`config.mk`:
```
export PLATFORM = sky130hd
export DESIGN_NAME = serial_subtractor_flat
export DESIGN_NICKNAME = d
export VERILOG_FILES = /design/src/rtl/serial_subtractor_if.sv /design/src/rtl/serial_subtractor.sv /design/src/flat_wrapper.sv
export SDC_FILE = /design/constraint.sdc
export NUM_CORES = 1
export LEC_CHECK = 0
export CORE_ASPECT_RATIO = 1.4
export CORE_MARGIN = 5
export CORE_UTILIZATION = 48
export CTS_CLUSTER_SIZE = 16
export DETAILED_ROUTE_END_ITERATION = 10
export PLACE_DENSITY = 0.78
export SYNTH_ARGS = -nofsm -noshare
export SYNTH_HDL_FRONTEND = slang
export SYNTH_SLANG_ARGS = --single-unit
```
`constraint.sdc`:
```
create_clock -name clk -period 2.15 [get_ports clk]
set_input_delay 0.43 -clock clk [delete_from_list [all_inputs] [get_ports clk]]
set_output_delay 0.43 -clock clk [all_outputs]
set_load 0.05 [all_outputs]
```
`src/rtl/serial_subtractor_if.sv`:
```
// ---------------------------------------------------------------------------
// serial_subtractor_if
//
// Handshake bundle for serial_subtractor: an operand channel (in_valid /
// in_ready / a / b) and a result channel (out_valid / out_ready / diff /
// borrow / overflow).
//
// Parameters:
//   WIDTH      operand and result width in bits (2..64)
//
// Modports:
//   master     producer of operands and consumer of results (drives
//              in_valid, a, b, out_ready)
//   slave      the subtractor itself (drives in_ready, out_valid, diff,
//              borrow, overflow)
// ---------------------------------------------------------------------------
interface serial_subtractor_if #(
    parameter int WIDTH = 8
);
    logic             in_valid;
    logic             in_ready;
    logic [WIDTH-1:0] a;
    logic [WIDTH-1:0] b;
    logic             out_valid;
    logic             out_ready;
    logic [WIDTH-1:0] diff;
    logic             borrow;
    logic             overflow;

    modport master (
        output in_valid, a, b, out_ready,
        input  in_ready, out_valid, diff, borrow, overflow
    );

    modport slave (
        input  in_valid, a, b, out_ready,
        output in_ready, out_valid, diff, borrow, overflow
    );
endinterface

```
`src/rtl/serial_subtractor.sv`:
```
// ---------------------------------------------------------------------------
// serial_subtractor
//
// Bit-serial subtractor computing (a - b) mod 2^WIDTH, one bit per clock,
// LSB first, with a single borrow flop. An operation occupies the block for
// WIDTH+2 cycles: one accept edge, WIDTH RUN edges, one result handshake.
//
// Parameters:
//   WIDTH      operand and result width in bits (2..64)
//
// Ports:
//   clk        rising-edge clock
//   reset      synchronous, active-high; aborts any operation in flight
//   bus        serial_subtractor_if.slave
//                in_valid/in_ready  operand handshake (in_ready only in IDLE)
//                a, b               minuend / subtrahend
//                out_valid/out_ready result handshake (out_valid only in DONE)
//                diff               (a - b) mod 2^WIDTH
//                borrow             1 iff a < b unsigned
//                overflow           two's-complement overflow of a - b
//
// Configuration:
//   SERIAL_SUBTRACTOR_OVERFLOW_EN  when defined, overflow is computed from
//                                  the operand MSBs captured at acceptance;
//                                  otherwise overflow is tied to 0.
//
// All outputs come from registers or decoded state; no input reaches an
// output combinationally.
// ---------------------------------------------------------------------------
module serial_subtractor #(
    parameter int WIDTH = 8
) (
    input  logic                 clk,
    input  logic                 reset,
    serial_subtractor_if.slave   bus
);

    localparam int             CW       = $clog2(WIDTH);
    localparam logic [CW-1:0]  LAST_BIT = CW'(WIDTH - 1);

    typedef enum logic [1:0] {
        IDLE = 2'd0,
        RUN  = 2'd1,
        DONE = 2'd2
    } state_t;

    state_t           state_q;
    state_t           state_d;

    logic [WIDTH-1:0] a_sh;
    logic [WIDTH-1:0] b_sh;
    logic [WIDTH-1:0] diff_q;
    logic [CW-1:0]    cnt_q;
    logic             bin_q;

    logic             accept;
    logic             running;
    logic             last_bit;
    logic             a_bit;
    logic             b_bit;
    logic             d_bit;
    logic             bout_bit;

    assign accept   = bus.in_valid && (state_q == IDLE);
    assign running  = (state_q == RUN);
    assign last_bit = running && (cnt_q == LAST_BIT);

    // One full-subtractor cell, fed from the LSB of the operand shifters.
    assign a_bit    = a_sh[0];
    assign b_bit    = b_sh[0];
    assign d_bit    = a_bit ^ b_bit ^ bin_q;
    assign bout_bit = (~a_bit & b_bit) | (~(a_bit ^ b_bit) & bin_q);

    // ------------------------------------------------------------------
    // FSM
    // ------------------------------------------------------------------
    // NOTE: sequential state uses non-blocking assignments so every flop
    // samples pre-edge values regardless of process ordering.
    always_ff @(posedge clk) begin
        if (reset) begin
            state_q <= IDLE;
        end else begin
            state_q <= state_d;
        end
    end

    // NOTE: state_d is defaulted before the case so no path leaves it
    // unassigned, which would otherwise infer a latch.
    always_comb begin
        state_d = state_q;
        unique case (state_q)
            IDLE:    if (accept)        state_d = RUN;
            RUN:     if (last_bit)      state_d = DONE;
            DONE:    if (bus.out_ready) state_d = IDLE;
            default:                    state_d = IDLE;
        endcase
    end

    // ------------------------------------------------------------------
    // Operand shifters
    // ------------------------------------------------------------------
    // NOTE: the operand shifters carry no reset: they are always loaded on
    // acceptance before any bit of them is consumed, so reset would only
    // add fan-out to the reset net.
    always_ff @(posedge clk) begin
        if (accept) begin
            a_sh <= bus.a;
            b_sh <= bus.b;
        end else if (running) begin
            a_sh <= a_sh >> 1;
            b_sh <= b_sh >> 1;
        end
    end

    // ------------------------------------------------------------------
    // Result, borrow and bit counter
    // ------------------------------------------------------------------
    always_ff @(posedge clk) begin
        if (reset) begin
            diff_q <= '0;
            bin_q  <= 1'b0;
            cnt_q  <= '0;
        end else if (accept) begin
            diff_q <= '0;
            bin_q  <= 1'b0;
            cnt_q  <= '0;
        end else if (running) begin
            // Enter from the MSB side: after WIDTH shifts bit i sits at diff[i].
            diff_q <= {d_bit, diff_q[WIDTH-1:1]};
            bin_q  <= bout_bit;
            // Hold on the last bit so the counter never wraps.
            if (!last_bit) begin
                cnt_q <= cnt_q + 1'b1;
            end
        end
    end

    // ------------------------------------------------------------------
    // Signed overflow
    // ------------------------------------------------------------------
`ifdef SERIAL_SUBTRACTOR_OVERFLOW_EN
    logic a_msb_q;
    logic b_msb_q;
    logic ovf_q;

    always_ff @(posedge clk) begin
        if (accept) begin
            a_msb_q <= bus.a[WIDTH-1];
            b_msb_q <= bus.b[WIDTH-1];
        end
    end

    // On the final RUN edge d_bit is the result MSB: overflow when the
    // operand signs differ and the result sign differs from the minuend.
    always_ff @(posedge clk) begin
        if (reset) begin
            ovf_q <= 1'b0;
        end else if (accept) begin
            ovf_q <= 1'b0;
        end else if (last_bit) begin
            ovf_q <= (a_msb_q != b_msb_q) && (d_bit != a_msb_q);
        end
    end

    assign bus.overflow = ovf_q;
`else
    assign bus.overflow = 1'b0;
`endif

    // ------------------------------------------------------------------
    // Outputs
    // ------------------------------------------------------------------
    assign bus.in_ready  = (state_q == IDLE);
    assign bus.out_valid = (state_q == DONE);
    assign bus.diff      = diff_q;
    assign bus.borrow    = bin_q;

endmodule

```
`src/flat_wrapper.sv`:
```
// flat-port wrapper written by rule: the top's interface ports become plain ports
module serial_subtractor_flat 
#(
    parameter int WIDTH = 8
)
  (clk, reset, bus_in_valid, bus_a, bus_b, bus_out_ready, bus_in_ready, bus_out_valid, bus_diff, bus_borrow, bus_overflow);
  serial_subtractor_if #(.WIDTH(WIDTH)) bus_i ();
  input  logic clk;
  input  logic reset;
  input wire logic [$bits(bus_i.in_valid)-1:0] bus_in_valid;
  input wire logic [$bits(bus_i.a)-1:0] bus_a;
  input wire logic [$bits(bus_i.b)-1:0] bus_b;
  input wire logic [$bits(bus_i.out_ready)-1:0] bus_out_ready;
  output wire logic [$bits(bus_i.in_ready)-1:0] bus_in_ready;
  output wire logic [$bits(bus_i.out_valid)-1:0] bus_out_valid;
  output wire logic [$bits(bus_i.diff)-1:0] bus_diff;
  output wire logic [$bits(bus_i.borrow)-1:0] bus_borrow;
  output wire logic [$bits(bus_i.overflow)-1:0] bus_overflow;
  assign bus_i.in_valid = bus_in_valid;
  assign bus_i.a = bus_a;
  assign bus_i.b = bus_b;
  assign bus_i.out_ready = bus_out_ready;
  assign bus_in_ready = bus_i.in_ready;
  assign bus_out_valid = bus_i.out_valid;
  assign bus_diff = bus_i.diff;
  assign bus_borrow = bus_i.borrow;
  assign bus_overflow = bus_i.overflow;
  serial_subtractor #(.WIDTH(WIDTH)) u_core (.clk(clk), .reset(reset), .bus(bus_i));
endmodule
```
## After elaboration in Yosys (flattened, before gate mapping)

Index checks and enable logic that the tools add are counted.

- Register bits after elaboration: 30
- Output and inout port bits: 12
- Logic and storage cells: 36

- Add/sub/neg operators: 1
- Eq/ne operators: 6
- Multiplexer cells: 8
- Bitwise operators: 8
- Reduce and logical (&&, ||, !) cells: 7

Operator list:

| cell | number |
|---|---|
| $mux 8 | 4 |
| $mux 2 | 3 |
| $pmux 2 s3 | 1 |
| $ne 2x2->1 const B | 2 |
| $add 3x1->3 const B | 1 |
| $eq 3x3->1 const B | 1 |
| $not 1->1 | 3 |
| $reduce_and 3->1 | 1 |
| $and 1x1->1 | 2 |
| $eq 2x1->1 const B | 1 |
| $eq 2x2->1 const B | 1 |
| $logic_and 1x1->1 | 2 |
| $logic_not 2->1 | 1 |
| $ne 2x1->1 const B | 1 |
| $reduce_and 2->1 | 1 |
| $reduce_bool 2->1 | 1 |
| $reduce_or 2->1 | 1 |
| $xor 1x1->1 | 2 |
| $or 1x1->1 | 1 |

## Depth between registers and ports, before layout

Gate-level depths: netlist of run 1.

- Depth in word-level cells: 4
- Gate-level depth with buffers: 5
- Gate-level depth less buffers: 5

## Worst setup path after synthesis of run 1

No wires, ideal clock.

- Path kind: input to register
- From: in bus_in_valid
- To: reg u_core.a_sh[0], enable pin
- Setup time: 0.375 ns
- Arrival: 1.324 ns
- Data required time: 1.775 ns
- Path slack: 0.452 ns
- Stages on the path: 4
- Path buffers: 2
- Path through: nor3b_2 > buf_6 > buf_6 > nand2b_1

- Word-level cells in the longest chain between the ends: 2

Ends and longest elaborated chain:

| what | RTL line | text |
|---|---|---|
| start: declaration | flat_wrapper.sv:10 | `input wire logic [$bits(bus_i.in_valid)-1:0] bus_in_valid;` |
| $logic_and 1x1->1 | serial_subtractor.sv:64 | `assign accept = bus.in_valid && (state_q == IDLE);` |
| $reduce_bool 2->1 (no source line) | -- |  |
| end signal: assignment | serial_subtractor.sv:107 | `a_sh <= bus.a;` |
| end signal: assignment | serial_subtractor.sv:110 | `a_sh <= a_sh >> 1;` |
| end: declaration | serial_subtractor.sv:50 | `logic [WIDTH-1:0] a_sh;` |

Every way passes these cells.
A chain may end at the register's enable or synchronous reset.

## Worst setup path in the final report of run 1

- From: reg u_core.state_q[0]
- To: out bus_in_ready

- Word-level cells in the longest chain between the ends: 1

Ends and longest elaborated chain:

| what | RTL line | text |
|---|---|---|
| start: declaration | serial_subtractor.sv:47 | `state_t state_q;` |
| start signal: assignment | serial_subtractor.sv:83 | `state_q <= state_d;` |
| $logic_not 2->1 | serial_subtractor.sv:173 | `assign bus.in_ready = (state_q == IDLE);` |
| end: declaration | flat_wrapper.sv:14 | `output wire logic [$bits(bus_i.in_ready)-1:0] bus_in_ready;` |

Every way passes these cells.

==> results.py, run 1 <==
metrics = {
    "die": {
        "die_w_um": 54.3,
        "num_rows": 22,
        "initial_utilization_pct": 49.9,
        "io_pins": 32,
        "die_area_sq_um": 3910,
        "core_area_sq_um": 2640,
        "fp.dieH_um": 72.0,
    },
    "worst_setup_path": {
        "cp_slowest_cell": "clkdlybuf4s50_1",
        "crit_path_max_fanout": 6,
        "r2r_setup_slack_ps": 660,
        "r2r_start": "u_core.state_q[0]",
        "worstPathCellList": "nor2_1, clkdlybuf4s50_1",
        "crit_path_start": "u_core.state_q[0]",
        "r2r-end": "u_core.a_sh[0]",
        "worst_setup_path_end_kind": "output port",
        "cp.required_ps": 1720,
        "path_delay_family": "buffers and inverters",
        "max_stage_delay_ps": 810,
        "rr_worst_depth": 4,
        "crit_type": "flip-flop to output port",
        "start_kind": "flip-flop",
        "arrival_ps": 1620,
        "cp.depth": 2,
        "crit_buf_inv": 1,
    },
    "detailed_routing": {
        "drt_first_pass_iters": 2,
        "drt_wl_total_um": 2320,
        "viasPerCell": 4.93,
        "vias": 863,
        "routedWlPerCell_um": 13.2,
        "drt_drc_violations_left": 0,
        "ant_nets": 0,
        "first_iter_violations": 11,
    },
    "synthesis": {
        "yosys_warnings": 0,
        "synthXorXnorAreaFrac_pct": 0.665,
        "synth.distinct_cells": 26,
        "synth_flop_cell": "edfxtp_1",
        "yosysSeqAreaShare_pct": 57.7,
        "synth_nets": 128,
        "syn_area_per_cell_sq_um": 12.5,
        "synthSimpleGateAreaFrac_pct": 12.5,
        "netlist_area_sq_um": 1320,
        "synthesis.instances": 105,
        "synth_edf_count": 16,
        "synth_top_family_by_area": "simple AND/OR/NAND/NOR gates",
        "synth_mux_area_share_pct": 12.0,
        "synth_compound_area_share_pct": 8.64,
        "synthAdderAreaFrac_pct": 3.42,
        "ys_seq_elements": 30,
        "async_reset_ff_share_pct": 0,
    },
    "timing": {
        "finalCriticalPeriod_ps": 2050,
        "setup_viol": 0,
        "finalCritPeriodShare_pct": 95.4,
        "fmax_ghz": 0.488,
        "fin_tns_setup_ps": 0,
        "slew_viol_final": 0,
        "clock_skew_ps": 6.22,
        "slew-limit-headroom_pct": 66.8,
        "max_slew.worst_pin.slew_ps": 497,
        "setup_slack_ps": 99.8,
        "hold_viol": 0,
        "timing.hold.ws_ps": 479,
        "rsz0062_at_grt": "false",
    },
    "pwr": {
        "clkPwrFrac_pct": 28.6,
        "power.total_mw": 1.20,
        "switchingPower_mw": 0.286,
        "comb_power_share_pct": 14.9,
        "internal_power_mw": 0.916,
        "seqPwrFrac_pct": 56.5,
        "peakVddDrop_v": 0.000508,
        "power_density_nw_per_um2": 709,
        "p_sw_share_pct": 23.8,
        "total_leakage_power_nw": 0.595,
    },
    "clock_network": {
        "clock_latency_ps": 330,
        "path_clk_slew_ps": 90,
        "cts.sinks": 30,
        "cts_tree": "yes",
        "clock_path_buffers": 2,
        "htree_levels": 2,
        "cts_hold_buf": 0,
        "ctsResizeCount": 0,
        "numCtsBuffers": 5,
        "post-cts-setup-buffers": 0,
        "clock-root-buffer": "clkbuf_4",
    },
    "cells_and_area": {
        "drive_gt1_share_pct": 25.2,
        "areaGrowthSynthToFinish_pct": 28.7,
        "final_nets": 161,
        "n_antenna_cell": 0,
        "finalNonFillerCells": 175,
        "fillers": 230,
    },
    "min_path": {
        "whs_path_depth": 2,
        "min_to": "u_core.bus.diff[0]",
        "hp-start": "u_core.bus.diff[0]",
        "hold_class": "flip-flop to flip-flop",
    },
    "global_route": {
        "antenna_found_initial": 0,
        "grt_overflow": 0,
        "grt.total_usage_pct": 14.0,
        "grt_pass1_wl_um": 3880,
        "grt_max_degree": 20,
        "first_global_vias": 916,
    },
    "place": {
        "place_ws_ps": 152,
        "placed_cells": 167,
        "numPortBuffers": 30,
        "post-dp-hpwl_um": 1780,
        "place_congestion": 0.709,
    },
    "job": {
        "maxCapViolCount": 0,
    },
    "run_status": {
        "outcome": "completed",
    },
}
## Yosys cell counts (all sizes together), types with 2 or more instances
cell type / instances / area share [%]
dfxtp: 14 / 21
nand2: 18 / 5.1
mux2: 14 / 12
nor3b: 2 / 1.9
buf: 6 / 3.9
o21ai: 2 / 0.76
nor2: 6 / 1.9
edfxtp: 16 / 36
a21oi: 10 / 6.4
and2: 2 / 0.95
ha: 2 / 1.9
inv: 3 / 0.85
nand2b: 2 / 0.95
## layer usage
metal  share of wire [%]  GRT usage, %  wire length [um]  up-vias
li1                    -             -                 -      422
met1                  37          14.2               863      408
met2                  55          23.3              1270       26
met3                 6.3          6.57               146        7
met4                 1.6          6.65                36        0
met5                   0             0                 0        -
## cells in the final DEF (no fill, tap or decap), types with 3 or more instances in the layout
| cell | count |
|---|---|
| inv_1 | 3 |
| nand2_1 | 18 |
| clkbuf_4 | 5 |
| dfxtp_1 | 14 |
| nor2_1 | 5 |
| edfxtp_1 | 16 |
| a21oi_2 | 9 |
| mux2_2 | 12 |
| clkdlybuf4s50_1 | 29 |
## per-stage QoR
step	utilization [%]	instance area, sq um
2_1_floorplan	-	1320
3_3_place_gp	61.9	1640
3_5_place_dp	61.9	1640
4_1_cts	64.2	1700
5_1_grt	64.2	1700
6_report	64.2	1700
## worst min-delay path, delay by kind of cell, from the launching register on
kind	cells	cell delay, ps
flops	1	320
simple gates	1	70
compound gates	1	50
## logic make-up after synthesis
group	Yosys count
XOR/XNOR	1
flip-flops	30
AO/OA/AOI/OAI	14
AND/OR/NAND/NOR	33
other	1
buffers and inverters	9
multiplexers	14
adder cells (fa/ha/maj)	3
## cell type report
type                            count  area [sq um]  area share [%]
Clock buffer                        8          58.8            3.47
Timing Repair Buffer               32           325            19.2
Inverter                            3          11.3           0.664
Sequential cell                    30           761            44.9
Multi-Input combinational cell     66           494            29.2
Tap cell                           36          45.0            2.66
## registers in the layout, indices dropped and copies added, names as in the netlist
register,flops
u_core.a_sh,8
u_core.b_sh,8
u_core.bus.borrow,1
u_core.bus.diff,8
u_core.cnt_q,3
u_core.state_q,2
## worst max path at each step
| stage | to | slack, ps |
|---|---|---|
| 6_report | bus_in_ready | 100 |
| 2_1_floorplan | u_core.a_sh[0] | 450 |
| 3_3_place_gp | u_core.a_sh[3] | 190 |
| 4_1_cts | bus_in_ready | 70 |
| 5_1_grt | bus_in_ready | 20 |
| 3_5_place_dp | u_core.a_sh[7] | 150 |
## power groups by stage
| stage | clock [mW] | sequential [mW] | combinational [mW] |
|---|---|---|---|
| detailed placement | 0 | 0.692 | 0.183 |
| floorplan | 0 | 0.695 | 0.114 |
| global placement | 0 | 0.689 | 0.175 |
| CTS | 0.358 | 0.679 | 0.184 |
| finish | 0.344 | 0.678 | 0.179 |
| global route | 0.389 | 0.684 | 0.194 |
Power figures use the tool's default switching activity.
==> inputs of run 2 (changes only) <==
==> constraint.sdc (replaced) <==
create_clock -name clk -period 2.15 [get_ports clk]
set_input_delay 0.43 -clock clk [delete_from_list [all_inputs] [get_ports clk]]
set_output_delay 0.43 -clock clk [all_outputs]
set_load 0.01 [all_outputs]
==> run 2 against run 1 <==
  * Setup slack improved by 100 ps
  * Non-clock buffer count unchanged
  * Register-to-register slack about the same
  * Flip-flop and latch count unchanged
  * Hold slack got worse by 3.0 ps
  * Core utilization increased by 0.85 points
  * First-iteration DRC count decreased by 18%
  * Critical path depth unchanged
  * Sequential share of layout area decreased by 0.59 points
  * Clock-buffer cell count unchanged
  * Critical endpoint is now bus_out_valid
  * Largest cell class unchanged
  * Highest routed layer unchanged
==> results.py, run 2 (synthesis gave the netlist of run 1 again) <==
metrics = {
    "detailed_routing": {
        "highest_layer": "met4",
        "drt_first_pass_iters": 2,
        "met1_length_um": 821,
        "route.met2.wl_um": 1130,
        "routedWlPerCell_um": 12.2,
        "wl_met3_um": 149,
        "drt_drc_violations_left": 0,
        "viasPerCell": 4.77,
        "vias": 835,
        "first_iter_violations": 9,
        "drt_wl_total_um": 2140,
        "ant_nets": 0,
    },
    "job": {
        "maxCapViolCount": 0,
    },
    "clock_network": {
        "cts_tree": "yes",
        "cts_hold_buf": 0,
        "path_clk_slew_ps": 90,
        "clock_latency_ps": 320,
        "post-cts-setup-buffers": 0,
        "numCtsBuffers": 5,
        "htree_levels": 2,
        "ctsResizeCount": 0,
        "clock_path_buffers": 2,
        "cts.sinks": 30,
        "clock-root-buffer": "clkbuf_4",
    },
    "cells_and_area": {
        "n_antenna_cell": 0,
        "final_area_sq_um": 1720,
        "areaGrowthSynthToFinish_pct": 30.4,
        "mostFrequentLayoutCells": "clkdlybuf4s50_1 (30), nand2_1 (18), edfxtp_1 (16)",
        "post-route-util_pct": 65.0,
        "final_nets": 161,
        "multi_input_area_sq_um": 494,
        "register_area_sq_um": 761,
        "drive_gt1_share_pct": 25.9,
        "final_common_cell": "clkdlybuf4s50_1",
        "fillers": 224,
    },
    "run_status": {
        "outcome": "completed",
    },
    "worst_setup_path": {
        "crit_path_max_fanout": 6,
        "worst_setup_path_end_kind": "output port",
        "arrival_ps": 1520,
        "cp.required_ps": 1720,
        "start_kind": "flip-flop",
        "crit_type": "flip-flop to output port",
    },
    "die": {
        "io_pins": 32,
        "core_area_sq_um": 2640,
        "fp.dieH_um": 72.0,
        "num_rows": 22,
        "die_area_sq_um": 3910,
        "initial_utilization_pct": 49.9,
        "die_w_um": 54.3,
    },
    "pwr": {
        "peakVddDrop_v": 0.000495,
        "total_leakage_power_nw": 0.605,
        "power_density_nw_per_um2": 723,
    },
    "place": {
        "placed_cell_area_sq_um": 1640,
        "place_congestion": 0.694,
        "numPortBuffers": 30,
        "post-dp-hpwl_um": 1670,
    },
    "timing": {
        "hold_viol": 0,
        "rsz0062_at_grt": "false",
        "slew_viol_final": 0,
        "clock_skew_ps": 4.73,
        "fmax_ghz": 0.513,
        "finalCriticalPeriod_ps": 1950,
        "finalCritPeriodShare_pct": 90.7,
        "setup_viol": 0,
        "fin_tns_setup_ps": 0,
    },
    "global_route": {
        "first_global_vias": 871,
        "antenna_found_initial": 0,
        "grt_overflow": 0,
        "grt_max_degree": 20,
        "grt_pass1_wl_um": 3580,
        "grt.total_usage_pct": 12.6,
    },
    "min_path": {
        "hold_class": "flip-flop to flip-flop",
    },
}
==> run 2: cell types whose count changed in the layout (fill, tap and decap cells not counted) <==
| cell | delta |
|---|---|
| clkbuf_8 | +2 |
| clkbuf_1 | -2 |
| clkdlybuf4s50_1 | +1 |
| buf_4 | -1 |
==> run 2: worst paths after layout <==
check / startpoint / endpoint / slack [ps] / depth (start not counted)
min: u_core.bus.diff[0] / u_core.bus.diff[0] / 480 / 2
max: u_core.state_q[1] / bus_out_valid / 200 / 2
min reg2reg: u_core.bus.diff[0] / u_core.bus.diff[0] / 480 / 2
max reg2reg: u_core.state_q[0] / u_core.a_sh[6] / 670 / 4
==> run 2: critical path: stages (launching register included) <==
cell and delay [ps]:
dfxtp_1 440, nor2b_1 210, clkdlybuf4s50_1 560
==> run 2: through the flow <==
step / setup WS [ps] / power [mW] / hold WS [ps] / instances
after floorplan: 452 / 0.794 / 454 / 105
after global placement: 198 / 0.848 / 457 / 167
after detailed placement: 168 / 0.858 / 467 / 167
after CTS: 168 / 1.27 / 482 / 175
after global routing: 102 / 1.31 / 501 / 175
final: 199 / 1.24 / 476 / 175
==> run 2: layout make-up <==
type                       instances  share of cell area (%)
clock buffer                       8                    4.59
inverter                           3                   0.655
multi-input combinational         66                    28.8
sequential                        30                    44.3
tap                               36                    2.62
timing repair buffer              32                    19.1
==> run 2: per-layer routing <==
| layer | global-route usage (%) | up-vias |
|---|---|---|
| li1 | - | 420 |
| met1 | 13.0 | 381 |
| met2 | 20.8 | 29 |
| met3 | 5.54 | 5 |
| met4 | 6.65 | 0 |
| met5 | 0 | - |
==> run 2: where the power goes <==
part / internal (mW) / switching, mW / total [mW]
Sequential: 0.662 / 0.0162 / 0.678
Clock: 0.223 / 0.178 / 0.402
Combinational: 0.0931 / 0.0700 / 0.163
Total: 0.978 / 0.264 / 1.24
==> patch 1 (flow settings as in run 2) <==
`WIDTH` is set to 8 in 3 places; all go to 16.
--- a/src/rtl/serial_subtractor_if.sv
+++ b/src/rtl/serial_subtractor_if.sv
@@ -17,3 +17,3 @@
 interface serial_subtractor_if #(
-    parameter int WIDTH = 8
+    parameter int WIDTH = 16
 );
--- a/src/rtl/serial_subtractor.sv
+++ b/src/rtl/serial_subtractor.sv
@@ -30,3 +30,3 @@
 module serial_subtractor #(
-    parameter int WIDTH = 8
+    parameter int WIDTH = 16
 ) (
--- a/src/flat_wrapper.sv
+++ b/src/flat_wrapper.sv
@@ -3,3 +3,3 @@
 #(
-    parameter int WIDTH = 8
+    parameter int WIDTH = 16
 )
Interface: changed (resized bus_a, bus_b and bus_diff); port bits go from 32 to 56. The function was not compared with the original's and may differ.
==> patch 1 against run 2 <==
Wire length up 110%. Non-clock buffer count grew 27. Largest cell class unchanged. Register-to-register slack lost 0.03 ns. Sequential cell count increased by 25. Setup slack is essentially flat. Total power up 67%. Final cell count increased by 110%. Synthesized area increased by 75%. Maximum frequency about the same. Synthesized cell count increased by 130%. Cell area is 72% higher.
==> patch 1: results (changes against run 2) <==
[synth]
yosysWarnings=0  ; unchanged
synth_compound_area_share_pct=5.972  ; -2.7 points
synth_mux_area_share_pct=0  ; -12 points
seq_area_frac_synth_pct=61.67  ; +3.9 points
synth_edf_count=32  ; +16
synth_nets=283  ; +120%
synth-xor-area-share_pct=0  ; -0.66 points
synthTopCellsByArea=edfxtp_1, nand2_1, dfxtp_1
synth_top_area_share_pct=41.69  ; +5.2 points
synthArstFlopShare_pct=0  ; unchanged
ys_types=27  ; +3.8%
yosys-top-cells-count=nand2_1, edfxtp_1, dfxtp_1
yosys.area_share.adder_pct=1.412  ; -2.0 points

[placement]
dp_hpwl_mm=3.223  ; +93%
port_buffers=54  ; +80%
place_congestion=0.7347  ; +5.8%
dp_slack_ns=0.1520  ; -0.01548 ns

[power_and_ir_drop]
total_leakage_power_nw=1.161  ; +92%
ir_drop_v=0.0004954  ; about the same

[global_routing]
grtUsageTotal_pct=14.83  ; +2.2 points
grt_pass1_vias=1666  ; +91%
grt_pass1_wl_mm=7.010  ; +96%
grt_start_max_net_pins=34  ; +70%

[route]
wire_per_inst_um=12.30  ; +0.51%
dr.pass1.iters=4  ; +2
viasPerCell=4.850  ; +1.6%
drtIter0Drc=92  ; +83

[setup_path]
crit_path_max_incr_delay_ns=0.57
cp_slowest_cell=clkdlybuf4s50_1
path_max_fanout=6  ; unchanged
rr_worst_depth=3  ; -1

[min_path]
holdCritPathClass=register to register

[cts]
clk_latency_ns=0.30  ; -0.02 ns
cts_setup_buffers=0  ; unchanged
cts_root_buf=clkbuf_8
cts_max_level=2  ; unchanged
cts_inserted_buffers=5  ; unchanged

[run_status]
status=finished, final reports clean

[cells_and_area]
nNetsFinal=335  ; +110%
drive_above_1_share_pct=4.362  ; -22 points
diodes=0  ; unchanged

[timing]
clock_skew_ns=0.007295  ; +0.002563 ns

## patch 1: cell count changes in the layout (fill, tap and decap cells not counted), moves of 3 or more
cell	before	now
clkbuf_4	5	0
dfxtp_1	14	23
clkdlybuf4s50_1	30	54
nand2_1	18	124
a21oi_1	1	21
buf_4	1	4
nand3_1	0	3
a21oi_2	9	0
edfxtp_1	16	32
mux2_2	12	0
## patch 1: cell type report
| class | count | area, sq um |
|---|---|---|
| Timing Repair Buffer | 59 | 590.6 |
| Fill cell | 404 | 1650 |
| Clock buffer | 6 | 72.57 |
| Clock inverter | 2 | 12.51 |
| Inverter | 3 | 11.26 |
| Multi-Input combinational cell | 173 | 772.0 |
| Sequential cell | 55 | 1421 |
| Tap cell | 62 | 77.57 |
## patch 1: per-layer routing
layer	vias up	routed length, um	track usage, %
met5	-	0	0
met1	804	1735	15.65
met2	41	2347	26.45
li1	896	-	-
met4	0	58	5.804
met3	5	285	4.401
## patch 1: per-stage QoR
| step | power (mW) | util (%) | instance area (sq um) | cells | hold WS [ns] |
|---|---|---|---|---|---|
| 5_1_grt | 2.180 | 64.19 | 2958 | 360 | 0.4920 |
| 4_1_cts | 2.098 | 64.19 | 2958 | 360 | 0.4749 |
| 3_5_place_dp | 1.560 | 62.34 | 2873 | 352 | 0.4619 |
| 6_report | 2.078 | 64.19 | 2958 | 360 | 0.4708 |
| 3_3_place_gp | 1.548 | 62.34 | 2873 | 352 | 0.4434 |
| 2_1_floorplan | 1.445 | - | 2305 | 245 | 0.4682 |
## patch 1: final timing paths
path                 startpoint            endpoint  slack (ns)
max           u_core.state_q[1]       bus_out_valid        0.20
min          u_core.bus.diff[0]  u_core.bus.diff[0]        0.47
max reg2reg   u_core.state_q[0]     u_core.b_sh[14]        0.64
min reg2reg  u_core.bus.diff[0]  u_core.bus.diff[0]        0.47
## patch 1: kinds of logic (layout without fill, tap and decap cells)
kind of cell | Yosys count | after routing
buffers and inverters | 17 | 70
other | 1 | 1
AO/OA/AOI/OAI | 26 | 26
adder cells (fa/ha/maj) | 2 | 2
AND/OR/NAND/NOR | 144 | 144
flip-flops | 55 | 55
## patch 1: critical path: cells and delay by family (launching register included)
family	cells	cell delay, ns
buf+inv	1	0.57
simple gates	1	0.20
flops	1	0.46
## patch 1: power breakdown
group / internal (mW) / switching [mW]
Combinational: 0.128 / 0.147
Clock: 0.229 / 0.317
Sequential: 1.23 / 0.0290
Total: 1.58 / 0.493
==> patch 2 (config.mk and constraints of run 2) <==
Without the edit above. Encoding of `state_t`: now one-hot (3 bits for 3 states).
--- a/src/rtl/serial_subtractor.sv
+++ b/src/rtl/serial_subtractor.sv
@@ -40,6 +40,6 @@
 
-    typedef enum logic [1:0] {
-        IDLE = 2'd0,
-        RUN  = 2'd1,
-        DONE = 2'd2
+    typedef enum logic [2:0] {
+        IDLE = 3'b001,
+        RUN  = 3'b010,
+        DONE = 3'b100
     } state_t;
Formal check against the unedited RTL: no difference found for any inputs over 10 cycles, from zero or initial values and one cycle with reset high; not proved beyond that.
==> patch 2 against run 2 <==
Cell area increased by 6.5%. Setup slack got worse by 0.025 ns. Wire length increased by 9.3%. Synthesized cell count increased by 4.8%. Non-clock buffer count unchanged. Total power increased by 3.6%. Synthesized area increased by 8.5%. Sequential cell count increased by 1. Largest power group unchanged.
==> patch 2: results (changes against run 2) <==
[run_status]
status=finished, final reports clean

[setup_path]
reg2reg_to=u_core.a_sh[0]
ff2ff_setup_slack_ns=0.44  ; -0.23 ns
cp-end-kind=primary output
crit_path_end=bus_in_ready
cp.arrival_ns=1.55  ; +0.03 ns
r2r_start=u_core.state_q[1]
rr_worst_depth=3  ; -1
path_max_fanout=8  ; +2
startpoint=u_core.state_q[0]

[global_routing]
grt_pass1_wl_mm=3.995  ; +12%
grtUsageTotal_pct=12.74  ; +0.12 points
grt_pass1_vias=888  ; +2.0%

[route]
drt-total-wl_mm=2.340  ; +9.3%
dr_wl_met3_um=151  ; +1.3%
viasPerCell=4.972  ; +4.2%
vias=895  ; +7.2%
maxUsedRoutingLayer=met4
met1_length_um=936  ; +14%
route.met2.wl_mm=1.218  ; +8.0%

[power_and_ir_drop]
comb_power_mw=0.169  ; +4%
ir_drop_v=0.0004460  ; -9.9%
pwr-share-clk_pct=33.5  ; +1.2 points
power_frac_seq_pct=53.4  ; -1.2 points
p_sw_mw=0.2802  ; +6.0%

[synth]
yosys-top-cells-count=nand2_1, edfxtp_1, dfxtp_1
synth_compound_area_share_pct=8.406  ; -0.24 points
synth_mux_area_share_pct=12.87  ; +0.91 points
seq_area_frac_synth_pct=54.64  ; -3.1 points
ys_types=33  ; +27%
synth_edf_count=16  ; unchanged
synthTopCellsByArea=edfxtp_1, dfxtp_1, mux2_4
syn_area_per_cell_sq_um=12.99  ; +3.5%
yosys.area_share.adder_pct=3.152  ; -0.27 points
synth-xor-area-share_pct=0.6130  ; -0.052 points
synth_nets=133  ; +3.9%

[placement]
dp_slack_ns=0.09460  ; -0.07292 ns
dp_hpwl_mm=1.691  ; +1.2%
dpl-instance-area_sq_um=1748  ; +6.6%
place_congestion=0.6564  ; -5.5%

[cts]
cts_root_buf=clkbuf_8
path_clk_slew_ns=0.06  ; -0.03 ns
clk_latency_ns=0.28  ; -0.04 ns

[min_path]
hold-path-cell-count=2  ; unchanged

[cells_and_area]
drive_above_1_share_pct=27.27  ; +1.4 points
nNetsFinal=165  ; +2.5%

[timing]
hold_slack_ns=0.4684  ; -0.007304 ns
clock_skew_ns=0.002829  ; -0.001903 ns
max_freq_mhz=506.1  ; -1.3%

patch 2: final cells by class:
class                           count  area (sq um)  share of cell area [%]
Tap cell                           37         46.29                   2.531
Sequential cell                    31         782.0                   42.75
Inverter                            3         11.26                  0.6156
Clock buffer                        8         80.08                   4.378
Timing Repair Buffer               32         340.3                   18.60
Multi-Input combinational cell     69         569.3                   31.12
patch 2: critical path: cells and delay by family (launching register included):
| kind | cells | cell delay [ns] |
|---|---|---|
| flip-flops | 1 | 0.48 |
| buffers and inverters | 1 | 0.57 |
| AND/OR/NAND/NOR | 1 | 0.23 |
patch 2: routing by layer:
| metal | GRT usage [%] | vias up |
|---|---|---|
| li1 | - | 444 |
| met1 | 13.55 | 416 |
| met2 | 21.72 | 30 |
| met3 | 5.035 | 5 |
| met4 | 7.124 | 0 |
| met5 | 0 | - |
